[src/rtl/mem_byte_sequencer.sv]
// mem_byte_sequencer: splits byte/half/word loads and stores into
// sequential single-byte memory accesses and stalls the pipeline meanwhile.
module mem_byte_sequencer (
    input  logic        clk_i,
    input  logic        rst_i,
    input  logic        req_i,
    input  logic        we_i,
    input  logic [1:0]  size_i,
    input  logic        sign_i,
    input  logic [31:0] addr_i,
    input  logic [31:0] wdata_i,
    output logic        busy_o,
    output logic        done_o,
    output logic        misalign_o,
    output logic [31:0] rdata_o,
    output logic [31:0] mem_addr_o,
    output logic        mem_read_o,
    output logic        mem_write_o,
    output logic [31:0] mem_wdata_o,
    input  logic [31:0] mem_rdata_i
);

    typedef enum logic [1:0] {
        S_IDLE,
        S_ACCESS,
        S_DONE
    } state_t;

    state_t      r_state;
    logic [31:0] r_addr;
    logic [31:0] r_wdata;
    logic        r_we;
    logic [1:0]  r_size;
    logic        r_sign;
    logic [1:0]  r_idx;
    logic [31:0] r_asm;
    logic [31:0] r_rdata;
    logic        r_done;
    logic        r_mis;

    logic        w_misalign;
    logic [1:0]  w_last_idx;
    logic        w_last;
    logic        w_access;
    logic [7:0]  w_wbyte;
    logic [31:0] w_asm_next;
    logic [31:0] w_load_res;
    logic        w_unused_rdata;

    // Upper read-data bits are not part of the byte-wide memory path.
    assign w_unused_rdata = ^mem_rdata_i[31:8];

    assign w_misalign = (size_i == 2'b11)
                     || (size_i == 2'b01 && addr_i[0])
                     || (size_i == 2'b10 && addr_i[1:0] != 2'b00);

    assign w_last_idx = (r_size == 2'b10) ? 2'd3 :
                        (r_size == 2'b01) ? 2'd1 : 2'd0;
    assign w_last     = (r_idx == w_last_idx);

    // Reset masks the memory strobes so an aborted transfer writes nothing more.
    assign w_access    = (r_state == S_ACCESS) && !rst_i;
    assign w_wbyte     = r_wdata[{r_idx, 3'b000} +: 8];
    assign mem_addr_o  = w_access ? (r_addr + {30'd0, r_idx}) : 32'd0;
    assign mem_read_o  = w_access && !r_we;
    assign mem_write_o = w_access && r_we;
    assign mem_wdata_o = (w_access && r_we) ? {24'd0, w_wbyte} : 32'd0;

    assign busy_o = !rst_i
                 && ((r_state == S_IDLE && req_i) || r_state == S_ACCESS);

    assign done_o     = r_done;
    assign misalign_o = r_mis;
    assign rdata_o    = r_rdata;

    // Assembly register with this cycle's read byte merged in.
    always_comb begin
        w_asm_next = r_asm;
        w_asm_next[{r_idx, 3'b000} +: 8] = mem_rdata_i[7:0];
    end

    // Sign- or zero-extend the assembled bytes to 32 bits.
    always_comb begin
        w_load_res = w_asm_next;
        if (r_size == 2'b00) begin
            w_load_res = {{24{r_sign & w_asm_next[7]}}, w_asm_next[7:0]};
        end else if (r_size == 2'b01) begin
            w_load_res = {{16{r_sign & w_asm_next[15]}}, w_asm_next[15:0]};
        end
    end

    // Transfer FSM with request latch, byte index and registered status.
    always_ff @(posedge clk_i) begin
        if (rst_i) begin
            r_state <= S_IDLE;
            r_addr  <= 32'd0;
            r_wdata <= 32'd0;
            r_we    <= 1'b0;
            r_size  <= 2'b00;
            r_sign  <= 1'b0;
            r_idx   <= 2'd0;
            r_asm   <= 32'd0;
            r_rdata <= 32'd0;
            r_done  <= 1'b0;
            r_mis   <= 1'b0;
        end else begin
            r_done <= 1'b0;
            r_mis  <= 1'b0;
            unique case (r_state)
                S_IDLE: begin
                    if (req_i) begin
                        r_addr  <= addr_i;
                        r_wdata <= wdata_i;
                        r_we    <= we_i;
                        r_size  <= size_i;
                        r_sign  <= sign_i;
                        r_idx   <= 2'd0;
                        r_asm   <= 32'd0;
                        if (w_misalign) begin
                            r_state <= S_DONE;
                            r_done  <= 1'b1;
                            r_mis   <= 1'b1;
                        end else begin
                            r_state <= S_ACCESS;
                        end
                    end
                end
                S_ACCESS: begin
                    if (!r_we) begin
                        r_asm <= w_asm_next;
                    end
                    r_idx <= r_idx + 2'd1;
                    if (w_last) begin
                        r_state <= S_DONE;
                        r_done  <= 1'b1;
                        if (!r_we) begin
                            r_rdata <= w_load_res;
                        end
                    end
                end
                S_DONE: begin
                    r_state <= S_IDLE;
                end
                default: begin
                    r_state <= S_IDLE;
                end
            endcase
        end
    end

endmodule
[config.mk]
export PLATFORM = sky130hd
export DESIGN_NAME = mem_byte_sequencer
export DESIGN_NICKNAME = d
export VERILOG_FILES = /design/src/rtl/mem_byte_sequencer.sv
export SDC_FILE = /design/constraint.sdc
export NUM_CORES = 1
export LEC_CHECK = 0
export CAP_MARGIN = 20
export CORE_MARGIN = 5
export CORE_UTILIZATION = 47
export CTS_CLUSTER_DIAMETER = 50
export DETAILED_ROUTE_END_ITERATION = 8
export GPL_TIMING_DRIVEN = 0
export PLACE_DENSITY = 0.8
export SETUP_SLACK_MARGIN = 0.1
export SLEW_MARGIN = 20
export SYNTH_ARGS = -nofsm -noshare
export SYNTH_HDL_FRONTEND = slang
export SYNTH_SLANG_ARGS = --single-unit
[constraint.sdc]
create_clock -name clk_i -period 3.9 [get_ports clk_i]
set_input_delay 0.585 -clock clk_i [delete_from_list [all_inputs] [get_ports clk_i]]
set_output_delay 0.585 -clock clk_i [all_outputs]
set_load 0.05 [all_outputs]
==> flow_summary_export.csv, run 1 <==
group,metric,value,unit
timing,worst_slew_pin_slew,0.735,ns
clocking,cts_root_buffer,"clkbuf_16",
grt,grt_use_total,23.9,%
place,pre_cts_ws,0.0645,ns
die,die_w,129,um
die,die_y,129,um
final_layout,final_util,65.6,%
clocking,hold_buffers,0,
clocking,clock_latency,0.43,ns
die,fp.coreArea,13900,um^2
routing,viasPerCell,5.57,
pwr,vdd_ir_drop_max,0.319,mV
clocking,cts_buffers,17,
timing,report.final.hold_viol_count,0,
place,dp_hpwl,14.1,mm
timing,rsz0062_at_grt,"no",
timing,slew_viol_final,0,
yosys,syn_area,6650,um^2
timing,setup_slack,0.186,ns
timing,relSlewSlack,51.0,%
setup_path,crit_type,"flip-flop to output port",
clocking,tritoncts,"done",
setup_path,crit_fanout,10,
routing,num_vias,6671,
place,io_buffers,154,
timing,fin_setup_tns,0,ns
timing,fin_skew,0.0102,ns
timing,fin_crit,3.71,ns
clocking,cts_buffer_depth,2,
timing,setup_viol,0,
die,rows,43,
routing,first_pass_iters,5,
grt,grt_pass1_vias,6369,
timing,whs,0.454,ns
setup_path,critPathLaunchType,"flip-flop",
grt,antenna_found_initial,0,
timing,fmax,269,MHz
yosys,yosysWarnings,0,
routing,routedWlPerCell,16.6,um
die,pin_count,204,
yosys,synth_top_area_share,41.6,%
worst_hold_path,hold_class,"flip-flop to flip-flop",
yosys,postSynth.asyncResetShare,0,%
grt,grt-ovfl-total,0,
yosys,ys_types,59,
setup_path,rrSetupSlack,0.43,ns
clocking,cts.sinks,138,
job,maxCapViolCount,0,
final_layout,area_growth,37.0,%
grt,grt_pass1_wl,31.6,mm
routing,drt_iter0_markers,464,
routing,dr_wl_met2,9.28,mm
yosys,avgSynthCellArea,8.22,um^2
yosys,syn_inst,809,
setup_path,cp-end-kind,"output port",
routing,highest_layer,"met4",
routing,drc,0,
final_layout,final_cells,1198,
yosys,synth-seq-area-share,41.6,%
final_layout,num_antenna_cells,0,
routing,route.met3.wl,1.70,mm
yosys,synth-seq-cells,138,
clocking,cts_max_level,4,
yosys,synth_largest_area_cell,"dfxtp_1",
routing,totalWireLength,19.9,mm
final_layout,num-nets-final,1119,
pwr,leakagePower,0.00356,uW
die,start_util,47.9,%
place,gp_congestion,0.914,
yosys,synth_edf_count,0,
yosys,synthFlopType,"dfxtp_1",
setup_path,critPathArrivalTime,3.13,ns
timing,fin_crit_sh,95.2,%
final_layout,layout-drive-gt1-share,9.53,%
clocking,clk_pin_slew_worst_paths,0.06,ns
place,place_inst,1166,
routing,postRouteAntennaNets,0,
setup_path,crit_required,3.31,ns
pwr,powerDensity,423,nW/um^2
yosys,synthTopCellsByArea,"dfxtp_1, nand2_1, a21oi_1",
routing,m1WireLength,8.47,mm
status,outcome,"finished clean",
grt,grt_max_degree,17,
die,die-area,16600,um^2
-- cells by family after synthesis --
| logic type | Yosys count | share of synthesized area [%] |
|---|---|---|
| AND/OR/NAND/NOR | 307 | 22.1 |
| AO/OA/AOI/OAI | 230 | 22.3 |
| flip-flops | 138 | 41.6 |
| buffers and inverters | 100 | 7.25 |
| XOR/XNOR | 13 | 1.71 |
| adder cells (fa/ha/maj) | 11 | 2.18 |
| multiplexers | 9 | 2.86 |
| other | 1 | 0.0564 |
-- registers in the layout, summed over array words and instances, names as in the netlist, 2 cells and up --
name,count
r_addr,32
r_asm,32
r_wdata,32
rdata_o,32
r_idx,2
r_size,2
r_state,2
-- what timing repair did --
action	4_1_cts	5_1_grt
setup endpoints to repair	21	41
setup buffers	0	0
pin swaps	0	0
gates resized for setup	31	27
-- critical path, stage by stage, from the launching register on --
cell and delay [ns]:
dfxtp_1 0.49, nand4_2 0.18, or4_1 0.56, buf_2 0.19
buf_6 0.15, nor4_1 0.39, mux2i_1 0.33, clkdlybuf4s15_2 0.41
-- cell usage in the layout (no fill, tap or decap), drive strengths merged, types with 23 or more instances in the layout --
cell type / Yosys / routed
a21oi: 110 / 110
a22o: 23 / 23
buf: 35 / 37
clkbuf: 52 / 77
clkdlybuf4s50: 0 / 127
conb: 1 / 24
dfxtp: 138 / 138
nand2: 161 / 161
nor2: 39 / 39
o21ai: 30 / 30
-- final cells by class --
type                    instances  area, um^2
well taps                     180         225
clock buffers                  21         450
flip-flops and latches        138        2760
repair buffers                154        1540
fillers                      1217        4770
plain buffers                  87         438
clock inverters                11         146
inverters                      13        48.8
multi-input cells             594        3500
-- cell usage after synthesis, types with 2 or more instances --
cell       count
a21oi_1      110
nand4_1       10
and3_1        15
a22o_1        23
nor2_1        39
o22ai_1        3
nor2b_1       19
xor2_1         5
xnor2_1        8
a2111oi_0      2
o21a_1         2
buf_2          7
or2_2          2
clkbuf_1      52
a32o_1         8
buf_1          3
nand3_1       11
nand2_1      161
or4_1         13
dfxtp_1      138
mux4_2         8
a32oi_1        7
a22oi_1        2
a211oi_1       9
buf_4         24
o221a_2        8
nor4_1         4
ha_1          10
o2bb2ai_1      9
nor3_1         4
o21ai_0       29
o31ai_1       10
nor3b_1       10
nand2b_1       2
nand4b_1       2
inv_1         13
or3_1          3
and2_1         3
-- worst paths after layout --
path / from / to / cells past startpoint
worst max-delay path: r_addr[7]$_SDFFE_PP0P_ / mem_addr_o[31] / 7
worst min-delay path: r_wdata[29]$_SDFFE_PP0P_ / r_wdata[29]$_SDFFE_PP0P_ / 2
worst max register to register: r_idx[0]$_SDFFE_PP0P_ / rdata_o[26]$_SDFFE_PP0P_ / 11
worst min register to register: r_wdata[29]$_SDFFE_PP0P_ / r_wdata[29]$_SDFFE_PP0P_ / 2
-- layer usage --
metal | GRT usage (%) | vias to the layer above
met5 | 0 | -
met4 | 8.34 | 0
met3 | 7.10 | 37
met2 | 38.0 | 316
met1 | 31.0 | 3090
li1 | - | 3228
-- where the power goes --
part | leakage, uW | internal [uW] | switching [uW]
combinational | 0.00216 | 244 | 419
sequential | 0.00113 | 1490 | 61.5
clock | 0.000275 | 1020 | 617
total | 0.00356 | 2750 | 1100
-- metrics by stage --
step           cell area [um^2]  power [uW]
2_1_floorplan              6730        1990
3_3_place_gp               8500        2220
3_5_place_dp               8500        2230
4_1_cts                    9080        3850
5_1_grt                    9110        3990
6_report                   9110        3850
(Power assumes the default switching activity.)
==> inputs of run 2 (changes only) <==
==> constraint.sdc (replaced) <==
create_clock -name clk_i -period 3.55 [get_ports clk_i]
set_input_delay 0.5325 -clock clk_i [delete_from_list [all_inputs] [get_ports clk_i]]
set_output_delay 0.5325 -clock clk_i [all_outputs]
set_load 0.05 [all_outputs]
==> flow_summary_export.csv, run 2 (same netlist as run 1, synthesis figures left out) <==
group,metric,value,unit
status,outcome,"finished clean",
place,pre_cts_ws,-0.254,ns
timing,setup_viol,0,
setup_path,crit_type,"flip-flop to output port",
grt,grt-ovfl-total,0,
pwr,vdd_ir_drop_max,0.346,mV
clocking,clock_latency,0.43,ns
grt,antenna_found_initial,0,
setup_path,cp_slowest_cell,"or4_1",
setup_path,r2r_start,"r_idx[0]$_SDFFE_PP0P_",
routing,postRouteAntennaNets,0,
setup_path,critical_path_buf_inv_count,3,
timing,worst_slew_pin_slew,0.772,ns
job,maxCapViolCount,0,
grt,busiest_layer,"met2",
grt,grtUsageMet3,7.02,%
timing,slew_viol_final,0,
grt,grt_use_met1,31.2,%
setup_path,crit_required,3.02,ns
place,dp_hpwl,14.1,mm
timing,fmax,301,MHz
timing,relSlewSlack,48.5,%
final_layout,area_growth,36.5,%
routing,drt_iter0_markers,468,
routing,totalWireLength,19.9,mm
routing,drc,0,
timing,setup_slack,0.233,ns
worst_hold_path,min_from,"r_wdata[29]$_SDFFE_PP0P_",
setup_path,rrSetupSlack,0.48,ns
timing,report.final.hold_viol_count,0,
final_layout,layout-drive-gt1-share,12.5,%
setup_path,crit_chain,"ha_2 > fa_2 > and3_1 > clkbuf_4 > nand2_1 > buf_2 > or4_1 > a21oi_1 > buf_4",
routing,routedWlPerCell,16.6,um
grt,grt_pass1_wl,31.8,mm
clocking,cts.sinks,138,
final_layout,final_util,65.4,%
routing,num_vias,6637,
grt,grt_use_total,24.0,%
die,die-area,16600,um^2
clocking,tritoncts,"done",
setup_path,cp-end-kind,"output port",
timing,fin_crit_sh,93.4,%
place,gp_congestion,0.914,
final_layout,layout_common_cells,"nand2_1, dfxtp_1, clkdlybuf4s50_1, a21oi_1, clkbuf_1",
timing,fin_crit,3.32,ns
grt,grt_max_degree,17,
grt,grt_pass1_vias,6397,
die,die_y,129,um
die,fp.coreArea,13900,um^2
die,die_w,129,um
final_layout,num_antenna_cells,0,
place,io_buffers,154,
pwr,leakagePower,0.00344,uW
routing,first_pass_iters,5,
clocking,cts_root_buffer,"clkbuf_16",
grt,grtUsageMet2,38.0,%
worst_hold_path,hold_class,"flip-flop to flip-flop",
die,start_util,47.9,%
setup_path,cp-startpoint,"r_idx[0]$_SDFFE_PP0P_",
final_layout,multi_input_area,3540,um^2
pwr,powerDensity,466,nW/um^2
timing,rsz0062_at_grt,"yes",
clocking,cts_buffers,17,
setup_path,critPathLaunchType,"flip-flop",
setup_path,critPathArrivalTime,2.78,ns
die,rows,43,
setup_path,crit_path_max_incr_delay,0.47,ns
clocking,cts_max_level,4,
routing,viasPerCell,5.54,
timing,fin_skew,0.0104,ns
die,pin_count,204,
setup_path,cpLargestDelayFamily,"simple AND/OR/NAND/NOR gates",
final_layout,mostFrequentLayoutCell,"nand2_1",
clocking,clk_pin_slew_worst_paths,0.06,ns
setup_path,crit_fanout,10,
final_layout,regArea,2770,um^2
clocking,cts_buffer_depth,2,
final_layout,n_fill_cell,1232,
final_layout,num-nets-final,1120,
## run 2: cell count changes in the layout (fill, tap and decap cells not counted), moves of 4 or more
cell / delta
clkbuf_2: +9
buf_2: +4
buf_4: +6
dlymetal6s2s_1: -10
clkdlybuf4s50_1: -9
## run 2: cell type report
class	instances	share of cell area (%)
clock buffer	21	4.96
multi-input combinational	594	39.0
buffer	87	4.92
sequential	138	30.5
inverter	13	0.538
timing repair buffer	155	16.0
clock inverter	11	1.61
tap	180	2.48
## run 2: worst paths after layout
| kind | end | cells after the start |
|---|---|---|
| setup / recovery | mem_addr_o[30] | 9 |
| setup reg to reg | rdata_o[26]$_SDFFE_PP0P_ | 11 |
| hold / removal | r_wdata[29]$_SDFFE_PP0P_ | 2 |
| hold reg to reg | r_wdata[29]$_SDFFE_PP0P_ | 2 |
## run 2: timing repair
action / CTS / global route
pin swaps: 0 / 0
gates resized for setup: 80 / 61
hold buffers: 0 / 0
endpoints found under the hold margin: 0 / 0
setup endpoints to repair: 71 / 49
setup buffers: 0 / 1
## run 2: power by group
group | switching (uW) | internal (uW) | total, uW
Combinational | 462 | 269 | 731
Sequential | 67.2 | 1640 | 1700
Clock | 676 | 1120 | 1800
Total | 1210 | 3030 | 4230
## run 2: metal layers
metal	wire length (um)	share of wire, %
met3	1720	8.7
met5	0	0
met4	477	2.4
met1	8420	42
met2	9290	47
## run 2: stage by stage
| stage | power [uW] | TNS, ns | cells | cell area [um^2] | hold slack, ns |
|---|---|---|---|---|---|
| 2_1_floorplan | 2190 | 0 | 832 | 6730 | 0.424 |
| 5_1_grt | 4390 | 0 | 1199 | 9080 | 0.469 |
| 6_report | 4230 | 0 | 1199 | 9080 | 0.453 |
| 4_1_cts | 4230 | 0 | 1198 | 9090 | 0.454 |
| 3_5_place_dp | 2450 | -5.81 | 1166 | 8500 | 0.439 |
| 3_3_place_gp | 2440 | -5.17 | 1166 | 8500 | 0.437 |
## run 2: worst reg2reg max path: stages (launching register included)
cell      delay (ns)
dfxtp_2         0.37
clkbuf_2        0.21
buf_4           0.27
clkbuf_2        0.27
inv_1           0.13
ha_1            0.41
and2_1          0.18
clkbuf_2        0.19
a21oi_1         0.24
o221a_2         0.33
buf_2           0.26
a21oi_1         0.10
